## src/rtl/output_iface.sv

```systemverilog
// rtl/output_iface.sv - result capture history with per-nibble change blink for sseg display
module output_iface #(
    parameter int W            = 16,
    parameter int DEPTH        = 4,
    parameter int BLINK_CYCLES = 25000000
) (
    input  logic                       clk,
    input  logic                       reset_n,
    input  logic [W-1:0]               data_in,
    input  logic [2:0]                 flags_in,
    input  logic                       cap,
    input  logic                       freeze,
    input  logic [$clog2(DEPTH)-1:0]   sel,
    output logic [W-1:0]               hex_word,
    output logic [2:0]                 flags_out,
    output logic [W/4-1:0]             blank,
    output logic [$clog2(DEPTH):0]     count,
    output logic                       busy
);
    localparam int ND = W / 4;
    localparam int CW = $clog2(DEPTH) + 1;
    localparam int EW = W + 3;
    localparam int TW = (BLINK_CYCLES > 1) ? $clog2(BLINK_CYCLES) : 1;
    localparam logic [CW-1:0] FULL  = CW'(DEPTH);
    localparam logic [TW-1:0] TLAST = TW'(BLINK_CYCLES - 1);

    typedef enum logic [1:0] {IDLE, OFF, ON} state_t;

    logic [EW-1:0] hist [DEPTH];
    logic          cap_q;
    logic          push;
    state_t        state_q, state_d;
    logic [1:0]    ph_q, ph_d;
    logic [TW-1:0] timer_q, timer_d;
    logic [ND-1:0] chg;
    logic          sel_valid;
    logic [EW-1:0] entry;

    assign push = cap & ~cap_q & ~freeze;

    // Entry layout is {data, flags}; hist[0] is always the newest capture.
    always_ff @(posedge clk or negedge reset_n) begin
        if (!reset_n) begin
            for (int i = 0; i < DEPTH; i++) hist[i] <= '0;
            count <= '0;
            cap_q <= 1'b0;
        end else begin
            cap_q <= cap;
            if (push) begin
                hist[0] <= {data_in, flags_in};
                for (int i = 1; i < DEPTH; i++) hist[i] <= hist[i-1];
                if (count != FULL) count <= count + 1'b1;
            end
        end
    end

    always_ff @(posedge clk or negedge reset_n) begin
        if (!reset_n) begin
            state_q <= IDLE;
            ph_q    <= 2'd0;
            timer_q <= '0;
        end else begin
            state_q <= state_d;
            ph_q    <= ph_d;
            timer_q <= timer_d;
        end
    end

    // A push always restarts the OFF/ON/OFF/ON sequence, even mid-blink.
    always_comb begin
        state_d = state_q;
        ph_d    = ph_q;
        timer_d = timer_q;
        if (push) begin
            state_d = OFF;
            ph_d    = 2'd0;
            timer_d = '0;
        end else if (state_q != IDLE) begin
            if (timer_q == TLAST) begin
                timer_d = '0;
                ph_d    = ph_q + 2'd1;
                if (state_q == ON && ph_q == 2'd3) state_d = IDLE;
                else if (state_q == OFF)           state_d = ON;
                else                               state_d = OFF;
            end else begin
                timer_d = timer_q + 1'b1;
            end
        end
    end

    always_comb begin
        chg = '0;
        for (int d = 0; d < ND; d++)
            chg[d] = (hist[0][3+4*d +: 4] != hist[1][3+4*d +: 4]);
        if (count <= CW'(1)) chg = '1;
    end

    assign sel_valid = ({1'b0, sel} < count);
    assign entry     = hist[sel];
    assign busy      = (state_q != IDLE);

    always_comb begin
        hex_word  = '0;
        flags_out = '0;
        blank     = '1;
        if (sel_valid) begin
            hex_word  = entry[EW-1:3];
            flags_out = entry[2:0];
            blank     = (state_q == OFF && sel == '0) ? chg : '0;
        end
    end
endmodule

```

## config.mk

```make
export PLATFORM = sky130hd
export DESIGN_NAME = output_iface
export DESIGN_NICKNAME = d
export VERILOG_FILES = /design/src/rtl/output_iface.sv
export SDC_FILE = /design/constraint.sdc
export NUM_CORES = 1
export LEC_CHECK = 0
export ABC_CLOCK_PERIOD_IN_PS = 2850
export BUFFER_PORTS_ARGS = -buffer_cell sky130_fd_sc_hd__buf_2
export CELL_PAD_IN_SITES_DETAIL_PLACEMENT = 0
export CELL_PAD_IN_SITES_GLOBAL_PLACEMENT = 1
export CORE_MARGIN = 4
export CORE_UTILIZATION = 46
export DETAILED_ROUTE_END_ITERATION = 6
export PLACE_DENSITY_LB_ADDON = 0.1
export SLEW_MARGIN = 5
export SYNTH_ARGS = -nofsm -noshare
export SYNTH_HDL_FRONTEND = slang
export SYNTH_SLANG_ARGS = --single-unit
```

## constraint.sdc

```tcl
create_clock -name clk -period 2.85 [get_ports clk]
set_input_delay 0.57 -clock clk [delete_from_list [all_inputs] [get_ports clk]]
set_output_delay 0.57 -clock clk [all_outputs]
set_load 0.02 [all_outputs]
```

==> run summary, run 1 <==
Most common cell after layout, fill and taps aside = nand2_1
Area of the multi-input gates = 2740 sq um
Routed Antenna Nets = 0
Initial core utilization = 46.9%
Final WL = 13.2 mm
CTS clock-pin slew for the worst setup and hold paths = 0.07 ns
Leading post-synthesis cells by cell area = dfrtp_1 (49%), nand2_1 (18%), mux4_2 (7.6%), xnor2_1 (2.7%), and2_1 (2.3%)
Async S/R FF share, synth = 100%
FF-to-FF setup slack = 0.54 ns
Element type at the critical path start = register
Final Setup Violations = 0
Capture point of the worst reg-to-reg path = ph_q[1]
Fin. Hold Viols = 0
Clk_lat worst skew = 0.35 ns
Vias per cell = 5.50
Slew headroom = 52.3%
Unrepaired setup endpoints after global routing = false
Synth-to-Final Area Change = 14.1%
Final Skew = 0.00612 ns
Pre-Repair DR Iteration Count = 5
Fillers = 1127
Tcrit/Tclk final = 90.9%
Crit path launch = count[1]
DRC = 0
Reg2Reg Depth = 7
FF+latch count, synth = 109
Num CTS Buffers = 9
Status = finished clean
Starting DRT DRC Count = 327
Root Buffer = clkbuf_16
Register area share after synthesis = 48.6%
Peak supply drop = 0.000355 V
Post-synthesis cell area = 5610 sq um
Worst-Margin Slew = 0.716 ns
HP Class = input port to asynchronous set/reset pin
Final setup TNS = 0 ns
Most frequent cells in the layout = nand2_1 (264), dfrtp_1 (109), buf_2 (50), a21oi_1 (22), and2_1 (21)
H-tree Lvls = 3
Core ar. = 12000 sq um
Routability cong. = 0.893
WL/cell = 16.1 microns
FF/Latch Area = 2730 sq um
Longest Clk Path Bufs = 2
Die Y = 118 microns
Final HPWL DP = 8.76 mm
Max Slew Vio Count = 0
Vias = 4520
# IOs = 52
Initial antenna violation count = 0
Critical path arrival = 2.02 ns
Synth Instances = 629
Final worst path period need = 2.59 ns
Sink Count = 109
Fin area = 6390 sq um
Crit Path Category = register to output pin
Clock tree from TritonCTS = built
Rows = 40
Synth unique cells = 47
Net Count, Synth = 660
Placed inst area = 6050 sq um
Yosys warning count = 0
Share of the synthesized area in the top cell type = 48.6%
EDFF count, synth = 0
Most used flip-flop cell after synthesis = dfrtp_1
Worst flop-to-flop path startpoint = timer_q[0]
Grt ovf = 0
GRT Util Overall = 19.8%
I/O Buffers = 51
Power Density = 725 nW/um^2
Die Width = 118 microns
Critical Path RT = 2.28 ns
Fmax = 0.386 GHz
Max-cap violation count = 0
Global-route wire length before repair = 22.5 mm
Final Util = 53.5%
Number of global-route vias before repair = 4438
CP max FO = 23
Diodes inserted = 0
Final #Nets = 701
Largest net degree at the start of global routing = 106
Die footprint = 14000 sq um
Leakage = 0.00310 uW
Layout cells sized above 1 = 15.9%
Yosys top cell by area = dfrtp_1
CP Capture Type = output pin
Syn Area/Cell = 8.91 sq um
stage by stage:
step	instances	power (uW)	hold slack [ns]	setup slack, ns
3_3_place_gp	806	3210	0.452	0.283
4_1_cts	822	4700	0.298	0.204
3_5_place_dp	806	3250	0.458	0.229
2_1_floorplan	629	2850	0.274	0.465
5_1_grt	822	4930	0.321	0.142
6_report	822	4640	0.269	0.260
routing by layer:
layer  GRT usage, %  wire [microns]  vias to the layer above
met5              0               0                        -
met1           28.0            6230                     2188
met2           30.9            6210                      109
met3           4.64             573                       18
met4           5.36             176                        0
li1               -               -                     2205
sequential cells by signal, indices dropped and copies added, names as in the netlist:
register  count
cap_q         1
count         3
hist         76
ph_q          2
state_q       2
timer_q      25
where the power goes:
part           total, uW  internal (uW)  switching [uW]
clock network       1430            882             544
logic               1110            477             633
registers           2100           1820             278
Yosys cell counts (all sizes together), types with 5 or more instances:
cell and number:
nor2 14, nor3 10, dfrtp 109, buf 11, clkbuf 21, and4 6, and2 21, inv 7
ha 6, or3 5, nand2 264, nand4 16, or4 10, o21ai 17, nand3 13, a21oi 22
mux4 19, xnor2 17
critical path, cell delays in order (launching register included):
cell and delay, ns:
dfrtp_1 0.40, inv_1 0.19, ha_1 0.27, o21ai_0 0.08, a21o_2 0.38, and2_1 0.19
buf_2 0.16
cell type report:
type                       instances  area share [%]
clock buffer                      12            3.85
clock inverter                     4            1.49
inverter                           7           0.411
multi-input combinational        481            42.8
sequential                       109            42.7
tap                              147            2.88
timing repair buffer              62            5.91
cells by family (layout without fill, tap and decap cells):
family | Yosys count | count (layout) | share of synthesized area (%)
buffers and inverters | 39 | 85 | 2.68
DFF | 109 | 109 | 48.6
AOI/OAI and AO/OA | 54 | 54 | 5.38
and+or+nand+nor | 379 | 379 | 30.7
muxes | 22 | 22 | 8.17
xor gates and xnor gates | 20 | 20 | 3.12
adders and majority gates | 6 | 6 | 1.34
worst max-delay path by stage:
stage	endpoint	depth (start not counted)	slack, ns
floorplan	hex_word[10]	3	0.47
global placement	hex_word[12]	5	0.28
detailed placement	hex_word[6]	5	0.23
CTS	flags_out[2]	6	0.20
global route	hex_word[6]	6	0.14
finish	hex_word[6]	6	0.26
timing repair:
item,4_1_cts,5_1_grt
endpoints found under the setup margin,2,0
resized for setup,1,0
setup buffers,0,0
hold buffers,0,0
Power figures use the tool's default switching activity.
==> run 2, diff against run 1 <==
--- a/config.mk
+++ b/config.mk
@@ -9,6 +9,7 @@
 export BUFFER_PORTS_ARGS = -buffer_cell sky130_fd_sc_hd__buf_2
 export CELL_PAD_IN_SITES_DETAIL_PLACEMENT = 0
 export CELL_PAD_IN_SITES_GLOBAL_PLACEMENT = 1
+export CORE_ASPECT_RATIO = 1.25
 export CORE_MARGIN = 4
 export CORE_UTILIZATION = 46
 export DETAILED_ROUTE_END_ITERATION = 6
==> run 2 against run 1 <==
Net effect:
- clock power shrank 17%
- flip-flop and latch count is the same
- fmax increased by 1.7%
==> run summary, run 2 (synthesis gave the netlist of run 1 again) <==
Status = finished clean
DRC = 0 (unchanged)
Final HPWL DP = 8.24 mm (-6.0%)
P_sw = 1440 uW (-1.3%)
Pre-CTS WS = 0.303 ns (+0.0743 ns)
Unrepaired setup endpoints after global routing = false
Clock power frac = 27.3% (-3.5 points)
Clk_lat worst skew = 0.35 ns (about the same)
Initial antenna violation count = 0 (unchanged)
Hold_ws = 0.204 ns (-0.0657 ns)
Leakage = 0.00307 uW (-0.73%)
Global-route wire length before repair = 21.3 mm (-5.7%)
Rows = 44 (+10%)
Crit path launch = count[1]
Most common cell after layout, fill and taps aside = nand2_1
Vias = 4458 (-1.4%)
Max reg flops = 76 (unchanged)
Sw Ratio = 32.9% (+1.5 points)
HP Class = input port to asynchronous set/reset pin
Cell Chain, Critical Path = inv_1 > ha_1 > o21ai_0 > a21o_2 > and2_1 > buf_2
Die footprint = 14000 sq um (about the same)
Power Density = 686 nW/um^2 (-5.4%)
Routability cong. = 0.847 (-5.2%)
Slowest CP cell = dfrtp_1
Peak supply drop = 0.000287 V (-19%)
Initial core utilization = 47.6% (+0.72 points)
Layout cells sized above 1 = 16.0% (+0.10 points)
Fin area = 6360 sq um (-0.51%)
CTS clock-pin slew for the worst setup and hold paths = 0.07 ns (about the same)
Starting DRT DRC Count = 146 (-55%)
Die Y = 131 microns (+11%)
Element type at the critical path start = register
Routed Antenna Nets = 0 (unchanged)
Setup slack after layout = 0.303 ns (+0.0425 ns)
I/O Buffers = 51 (unchanged)
Sink Count = 109 (unchanged)
Final worst path period need = 2.55 ns (-0.0425 ns)
Worst-Margin Slew = 0.688 ns (-0.0280 ns)
Flop pwr share = 47.5% (+2.2 points)
GRT Util Overall = 18.4% (-1.4 points)
Grt ovf = 0 (unchanged)
Final #Nets = 703 (+0.29%)
Largest Register = hist
Critical Path RT = 2.28 ns (about the same)
Slew headroom = 54.1% (+1.9 points)
Placed inst area = 6080 sq um (+0.54%)
CP Capture Type = output pin
Max-cap violation count = 0 (unchanged)
Root Buffer = clkbuf_16
Largest net degree at the start of global routing = 87 (-18%)
Worst setup endpoint = hex_word[3]
Worst flop-to-flop path startpoint = timer_q[0]
# IOs = 52 (unchanged)
Pre-Repair DR Iteration Count = 4 (-1)
Final WL = 12.3 mm (-6.9%)
Synth-to-Final Area Change = 13.5%
Internal = 2930 uW (-8.0%)
CP max FO = 23 (unchanged)
WL/cell = 14.7 microns (-8.6%)
Final Util = 54.0% (+0.54 points)
Final Skew = 0.00456 ns (-0.00156 ns)
Longest Clk Path Bufs = 2 (unchanged)
Final Setup Violations = 0 (unchanged)
Vias per cell = 5.32 (-3.3%)
Most frequent cells in the layout = nand2_1 (264), dfrtp_1 (109), buf_2 (50), a21oi_1 (22), and2_1 (21)
CP max stage delay = 0.39 ns (about the same)
Crit Path Category = register to output pin
Largest regs = hist: 76 flops, timer_q: 25 flops, count: 3 flops
Reg2Reg Depth = 6 (-1)
Critical path arrival = 1.98 ns (-0.04 ns)
Tcrit/Tclk final = 89.4% (-1.5 points)
Fmax = 0.393 GHz (+1.7%)
Core ar. = 11800 sq um (-1.5%)
Final setup TNS = 0 ns (unchanged)
FF-to-FF setup slack = 0.60 ns (+0.06 ns)
Capture point of the worst reg-to-reg path = timer_q[22]
Num CTS Buffers = 9 (unchanged)
Combinational power share = 25.3% (+1.3 points)
Die Width = 107 microns (-9.8%)
Number of global-route vias before repair = 4373 (-1.5%)
Diodes inserted = 0 (unchanged)
Postcts setup bufs = 0 (unchanged)
H-tree Lvls = 3 (unchanged)
Fin. Hold Viols = 0 (unchanged)
Clock tree from TritonCTS = built
Max Slew Vio Count = 0 (unchanged)
-- run 2: changes by cell type in the layout (fill, tap and decap cells not counted), sizes merged --
cell / change
buf: +2
bufinv: -3
clkbuf: +1
inv: +2
-- run 2: timing repair --
item                                    4_1_cts  5_1_grt
hold endpoints to repair                      0        0
endpoints found under the setup margin        0       22
hold buffers                                  0        0
gates resized for setup                       0        1
-- run 2: final cells by class --
class,instances,area [sq um]
Fill cell,1164,5420
Multi-Input combinational cell,481,2740
Sequential cell,109,2730
Timing Repair Buffer,64,393
Clock buffer,13,250
Tap cell,161,201
Clock inverter,3,26.3
Inverter,7,26.3
-- run 2: how the worst min path moves through the flow --
stage / depth (start not counted) / to
5_1_grt: 1 / hist[66]
6_report: 1 / hist[66]
3_3_place_gp: 2 / hist[10]
3_5_place_dp: 2 / hist[1]
4_1_cts: 1 / hist[66]
2_1_floorplan: 0 / cap_q
-- run 2: power by group through the flow --
stage / Clock [uW] / Combinational, uW / Sequential (uW)
6_report: 1190 / 1100 / 2070
3_3_place_gp: 0 / 1090 / 2090
5_1_grt: 1290 / 1240 / 2110
3_5_place_dp: 0 / 1120 / 2100
2_1_floorplan: 0 / 783 / 2070
4_1_cts: 1230 / 1130 / 2070
-- run 2: routing by layer --
metal	wire [microns]	track usage, %	part of all wire, %
met1	5580	24.1	45
met2	6180	31.0	50
met3	396	3.68	3.2
met4	141	5.40	1.1
met5	0	0	0
-- run 2: stage by stage --
| stage | std cells | power (uW) |
|---|---|---|
| after global routing | 838 | 4650 |
| after detailed placement | 822 | 3220 |
| final | 838 | 4360 |
| after floorplan | 629 | 2850 |
| after CTS | 838 | 4430 |
| after global placement | 822 | 3180 |
-- run 2: critical path, delay by kind of cell (launching register included) --
family	cells	cell delay [ns]
AO/OA/AOI/OAI	2	0.48
adder cells (fa/ha/maj)	1	0.25
flip-flops	1	0.39
buffers and inverters	2	0.31
AND/OR/NAND/NOR	1	0.20
